==> config.mk <==
export PLATFORM = sky130hd
export DESIGN_NAME = instr_encoder_flat
export DESIGN_NICKNAME = d
export VERILOG_FILES = /design/src/rtl/instr_encoder_if.sv /design/src/rtl/instr_encoder.sv /design/src/flat_wrapper.sv
export SDC_FILE = /design/constraint.sdc
export NUM_CORES = 1
export LEC_CHECK = 0
export ABC_AREA = 0
export CORE_UTILIZATION = 47
export DETAILED_ROUTE_END_ITERATION = 6
export PLACE_DENSITY = 0.73
export SETUP_SLACK_MARGIN = 0.1
export SLEW_MARGIN = 25
export SYNTH_ARGS = -nofsm -noshare
export SYNTH_HDL_FRONTEND = slang
export SYNTH_SLANG_ARGS = --single-unit
==> constraint.sdc <==
create_clock -name clk -period 3.2 [get_ports clk]
set_input_delay 0.48 -clock clk [delete_from_list [all_inputs] [get_ports clk]]
set_output_delay 0.48 -clock clk [all_outputs]
set_load 0.02 [all_outputs]
==> src/rtl/instr_encoder_if.sv <==
// Field-set in / encoded-word out bundle for instr_encoder; master drives fields and out_ready.
// out_addr exists only when INSTR_ENC_ADDR_EN is defined.
interface instr_encoder_if #(
    parameter int DEPTH = 4
);
    logic                     in_valid;
    logic                     in_ready;
    logic [2:0]               in_op;
    logic [4:0]               in_rs;
    logic [4:0]               in_rt;
    logic [4:0]               in_rd;
    logic [5:0]               in_funct;
    logic [15:0]              in_imm;
    logic                     out_valid;
    logic                     out_ready;
    logic [31:0]              out_instr;
    logic [$clog2(DEPTH):0]   out_count;
`ifdef INSTR_ENC_ADDR_EN
    logic [31:0]              out_addr;

    modport master (
        output in_valid, in_op, in_rs, in_rt, in_rd, in_funct, in_imm, out_ready,
        input  in_ready, out_valid, out_instr, out_count, out_addr
    );
    modport slave (
        input  in_valid, in_op, in_rs, in_rt, in_rd, in_funct, in_imm, out_ready,
        output in_ready, out_valid, out_instr, out_count, out_addr
    );
`else
    modport master (
        output in_valid, in_op, in_rs, in_rt, in_rd, in_funct, in_imm, out_ready,
        input  in_ready, out_valid, out_instr, out_count
    );
    modport slave (
        input  in_valid, in_op, in_rs, in_rt, in_rd, in_funct, in_imm, out_ready,
        output in_ready, out_valid, out_instr, out_count
    );
`endif
endinterface

==> src/rtl/instr_encoder.sv <==
// Encodes MIPS field sets into 32-bit words and buffers them in a DEPTH-entry FIFO.
// Latency: one cycle from acceptance to out_valid when the FIFO is empty.
// Backpressure: in_ready drops when full (no pass-through); head word holds while out_ready=0.
// Optional INSTR_ENC_ADDR_EN adds out_addr, a byte-address counter stepped by 4 per output transfer.
module instr_encoder #(
    parameter int          DEPTH     = 4,
    parameter logic [31:0] ADDR_BASE = 32'h0000_0000
) (
    input logic            clk,
    input logic            rst_n,
    instr_encoder_if.slave bus
);
    localparam int            PW   = $clog2(DEPTH);
    localparam logic [PW:0]   FULL = DEPTH[PW:0];

    logic [31:0]   mem [DEPTH];
    logic [PW-1:0] wrPtr;
    logic [PW-1:0] rdPtr;
    logic [PW:0]   count;
    logic          started;
    logic [31:0]   encWord;
    logic          pushEn;
    logic          popEn;

    function automatic logic [5:0] opcodeOf(input logic [2:0] op);
        case (op)
            3'd0:    opcodeOf = 6'b000000;
            3'd1:    opcodeOf = 6'b001000;
            3'd2:    opcodeOf = 6'b100011;
            3'd3:    opcodeOf = 6'b101011;
            3'd4:    opcodeOf = 6'b001100;
            3'd5:    opcodeOf = 6'b001101;
            3'd6:    opcodeOf = 6'b000100;
            default: opcodeOf = 6'b000101;
        endcase
    endfunction

    always_comb begin
        encWord = {opcodeOf(bus.in_op), bus.in_rs, bus.in_rt, bus.in_imm};
        if (bus.in_op == 3'd0) begin
            encWord = {6'b000000, bus.in_rs, bus.in_rt, bus.in_rd, 5'b00000, bus.in_funct};
        end
    end

    // started keeps in_ready low until the first edge after reset release.
    assign bus.in_ready  = started && (count != FULL);
    assign bus.out_valid = (count != '0);
    assign bus.out_instr = bus.out_valid ? mem[rdPtr] : 32'h0;
    assign bus.out_count = count;

    assign pushEn = bus.in_valid  && bus.in_ready;
    assign popEn  = bus.out_valid && bus.out_ready;

    // Storage needs no reset: out_instr is masked whenever the FIFO is empty.
    always_ff @(posedge clk) begin
        if (pushEn) begin
            mem[wrPtr] <= encWord;
        end
    end

    always_ff @(posedge clk or negedge rst_n) begin
        if (!rst_n) begin
            wrPtr   <= '0;
            rdPtr   <= '0;
            count   <= '0;
            started <= 1'b0;
        end else begin
            started <= 1'b1;
            if (pushEn) begin
                wrPtr <= wrPtr + 1'b1;
            end
            if (popEn) begin
                rdPtr <= rdPtr + 1'b1;
            end
            case ({pushEn, popEn})
                2'b10:   count <= count + 1'b1;
                2'b01:   count <= count - 1'b1;
                default: count <= count;
            endcase
        end
    end

`ifdef INSTR_ENC_ADDR_EN
    logic [31:0] addrReg;

    always_ff @(posedge clk or negedge rst_n) begin
        if (!rst_n) begin
            addrReg <= ADDR_BASE;
        end else if (popEn) begin
            addrReg <= addrReg + 32'd4;
        end
    end

    assign bus.out_addr = addrReg;
`endif
endmodule
==> src/flat_wrapper.sv <==
// flat-port wrapper written by rule: the top's interface ports become plain ports
module instr_encoder_flat 
#(
    parameter int          DEPTH     = 4,
    parameter logic [31:0] ADDR_BASE = 32'h0000_0000
)
  (clk, rst_n, bus_in_valid, bus_in_op, bus_in_rs, bus_in_rt, bus_in_rd, bus_in_funct, bus_in_imm, bus_out_ready, bus_in_ready, bus_out_valid, bus_out_instr, bus_out_count);
  instr_encoder_if #(.DEPTH(DEPTH)) bus_i ();
  input logic clk;
  input logic rst_n;
  input wire logic [$bits(bus_i.in_valid)-1:0] bus_in_valid;
  input wire logic [$bits(bus_i.in_op)-1:0] bus_in_op;
  input wire logic [$bits(bus_i.in_rs)-1:0] bus_in_rs;
  input wire logic [$bits(bus_i.in_rt)-1:0] bus_in_rt;
  input wire logic [$bits(bus_i.in_rd)-1:0] bus_in_rd;
  input wire logic [$bits(bus_i.in_funct)-1:0] bus_in_funct;
  input wire logic [$bits(bus_i.in_imm)-1:0] bus_in_imm;
  input wire logic [$bits(bus_i.out_ready)-1:0] bus_out_ready;
  output wire logic [$bits(bus_i.in_ready)-1:0] bus_in_ready;
  output wire logic [$bits(bus_i.out_valid)-1:0] bus_out_valid;
  output wire logic [$bits(bus_i.out_instr)-1:0] bus_out_instr;
  output wire logic [$bits(bus_i.out_count)-1:0] bus_out_count;
  assign bus_i.in_valid = bus_in_valid;
  assign bus_i.in_op = bus_in_op;
  assign bus_i.in_rs = bus_in_rs;
  assign bus_i.in_rt = bus_in_rt;
  assign bus_i.in_rd = bus_in_rd;
  assign bus_i.in_funct = bus_in_funct;
  assign bus_i.in_imm = bus_in_imm;
  assign bus_i.out_ready = bus_out_ready;
  assign bus_in_ready = bus_i.in_ready;
  assign bus_out_valid = bus_i.out_valid;
  assign bus_out_instr = bus_i.out_instr;
  assign bus_out_count = bus_i.out_count;
  instr_encoder #(.DEPTH(DEPTH), .ADDR_BASE(ADDR_BASE)) u_core (.clk(clk), .rst_n(rst_n), .bus(bus_i));
endmodule
==> impl_metrics.toml <==
[detailed_routing]
vias = 2604
wl_um = 9260
drtPass1Iterations = 4
wl_per_cell_um = 18.3
dr.first_iter.drc_count = 85
drc = 0
postRouteAntennaNets = 0
viasPerCell = 5.15

[sta]
slew_headroom_pct = 61.8
maxSlewViolCount = 0
finalHoldViolations = 0
period_needed_ps = 2950
hold_ws_ps = 265
fin_ws_ps = 254
setup_viol = 0
finalCritPeriodShare_pct = 92.1
tightestPinTransition_ps = 573
setup_tns_ps = 0
skew_ps = 5.50
rsz0062_at_grt = "false"
fmax_ghz = 0.339

[yosys]
netlist_area_sq_um = 5250
async_flop_share_pct = 6.25
syn_avg_cell_area_sq_um = 20.4
synth_edf_count = 120
ys_seq_area_share_pct = 72.5
synth_cells = 257
yosys_warnings = 0
yosysTopAreaCell = "edfxtp_1"
yosysMostFrequentCell = "edfxtp_1"
synth_top_area_share_pct = 68.7
synthFlopType = "edfxtp_1"
ys_ff_latch = 128
netlist_top_cells_area = "edfxtp_1 69%, mux4_2 12%, and2_1 4.2%"
synth_nets = 307
yosysUniqueCellTypes = 28
synth_common_cells = "120 x edfxtp_1, 35 x and2_1, 28 x mux4_2"

[power]
ir_drop_v = 0.000633
pwr_density_cell_nw_per_um2 = 938
total_power_mw = 6.41
power_leakage_nw = 2.34

[grt]
antenna_found_initial = 0
track_usage_pct = 17.8
grt_max_degree = 34
grt_pass1_wl_um = 14700
grt-ovfl-total = 0
grt_pass1_vias = 2816

[cells_and_area]
nNetsFinal = 404
layout.cells.non_filler = 506
layout-drive-gt1-share_pct = 23.2
antenna_cells = 0
fillers = 774
area_growth_syn_to_layout_pct = 30.2

[setup_path]
crit_path_max_incr_delay_ps = 560
crit_type = "register to output pin"
crit_chain = "buf_12 -> mux4_1 -> and2_1 -> clkdlybuf4s50_1"
start_kind = "register"
crit_path_max_fanout = 19
cp_data_arrival_time_ps = 2470
cp.required_ps = 2720
crit_path_end_kind = "output pin"
cpMaxStageDelayCell = "mux4_1"

[cts]
cts_tree = "built"
clkTransAtPathRegs_ps = 60
root_buffer = "clkbuf_8"
insertion_delay_ps = 500
cts_buffers = 17
cts.sinks = 128
clockBufferDepth = 2
htree_levels = 4

[floorplanning]
io_pins = 81
fp.dieArea_sq_um = 11600
core_sq_um = 10800
die_h_um = 108
rows = 38
dieWidth_um = 108
initial_utilization_pct = 48.4

[placed_design]
dp_cells = 475
dp_hpwl_um = 5870
io_buffers = 79
place.gp.congestion = 0.665
dp_worst_setup_slack_ps = 478

[worst_hold_path]
min-delay-path-class = "primary input to async pin"

[status]
status = "completed"

[flow_run]
max_cap_viol_count = 0
==> per-layer routing <==
| metal | part of all wire (%) | GRT usage, % | up-vias |
|---|---|---|---|
| li1 | - | - | 1194 |
| met1 | 42 | 22.1 | 1344 |
| met2 | 53 | 30.2 | 58 |
| met3 | 3.5 | 3.93 | 8 |
| met4 | 0.90 | 7.34 | 0 |
| met5 | 0 | 0 | - |
==> report_power, final <==
part	leakage (nW)	switching [mW]	total [mW]	internal, mW
logic	0.869	1.10	2.32	1.22
registers	1.18	0.0888	2.15	2.07
clock network	0.291	0.673	1.93	1.26
total	2.34	1.87	6.41	4.54
==> stage by stage <==
step / area [sq um] / util (%)
after detailed placement: 6220 / 57.3
after global routing: 6830 / 63.0
after CTS: 6820 / 63.0
after global placement: 6220 / 57.3
after floorplan: 5250 / -
final: 6830 / 63.0
==> sequential cells by signal (all words and copies together), names as in the netlist <==
name,count
u_core.mem,120
u_core.wrPtr,2
u_core.bus.out_count,3
u_core.started,1
u_core.rdPtr,2
==> layout make-up <==
| class | count | area, sq um | area share [%] |
|---|---|---|---|
| clock buffer | 17 | 414 | 6.07 |
| clock inverter | 14 | 193 | 2.82 |
| inverter | 6 | 22.5 | 0.330 |
| multi-input combinational | 109 | 1310 | 19.1 |
| sequential | 128 | 3800 | 55.7 |
| tap | 140 | 175 | 2.57 |
| timing repair buffer | 92 | 913 | 13.4 |
==> layout by cell type, fill, tap and decap left out, drive strengths merged, types with 4 or more instances in the layout <==
cell,Yosys,final
buf,10,13
nor2b,6,6
bufinv,0,4
clkdlybuf4s50,0,79
clkbuf,4,17
dfrtp,8,8
mux4,30,30
inv,6,6
and2,35,35
ha,5,5
clkinv,0,8
edfxtp,120,120
mux2,12,12
==> final timing paths <==
kind | from | to | slack [ps] | depth (start not counted)
max reg2reg | u_core.bus.out_count[0] | u_core.bus.out_count[2] | 990 | 8
min in group clk | u_core.bus.out_count[2] | u_core.bus.out_count[2] | 550 | 1
max in group asynchronous | rst_n | u_core.rdPtr[0] | 2630 | 1
min reg2reg | u_core.bus.out_count[2] | u_core.bus.out_count[2] | 550 | 1
min | rst_n | u_core.wrPtr[0] | 260 | 1
max | u_core.rdPtr[0] | bus_out_instr[10] | 250 | 4
==> cell families (layout without fill, tap and decap cells) <==
logic type | after synthesis | in the layout | share of synthesized area [%]
xor+xnor | 6 | 6 | 1.00
simple gates | 48 | 48 | 5.70
flops | 128 | 128 | 72.5
compound gates | 4 | 4 | 0.477
fa+ha+maj | 6 | 6 | 1.57
buf+inv | 20 | 129 | 2.79
mux | 43 | 43 | 15.8
other cells | 2 | 2 | 0.143
==> worst max-delay path, delay by kind of cell, from the launching register on <==
family / cells / cell delay, ps
simple gates: 1 / 190
flops: 1 / 440
mux: 1 / 560
buf+inv: 2 / 760
==> what timing repair did <==
item,CTS,global route
hold buffers,0,0
cloned,0,0
gates resized for setup,1,1
endpoints found under the setup margin,31,29
buffers inserted,0,0
No activity file was read; power rests on OpenSTA's default activity.
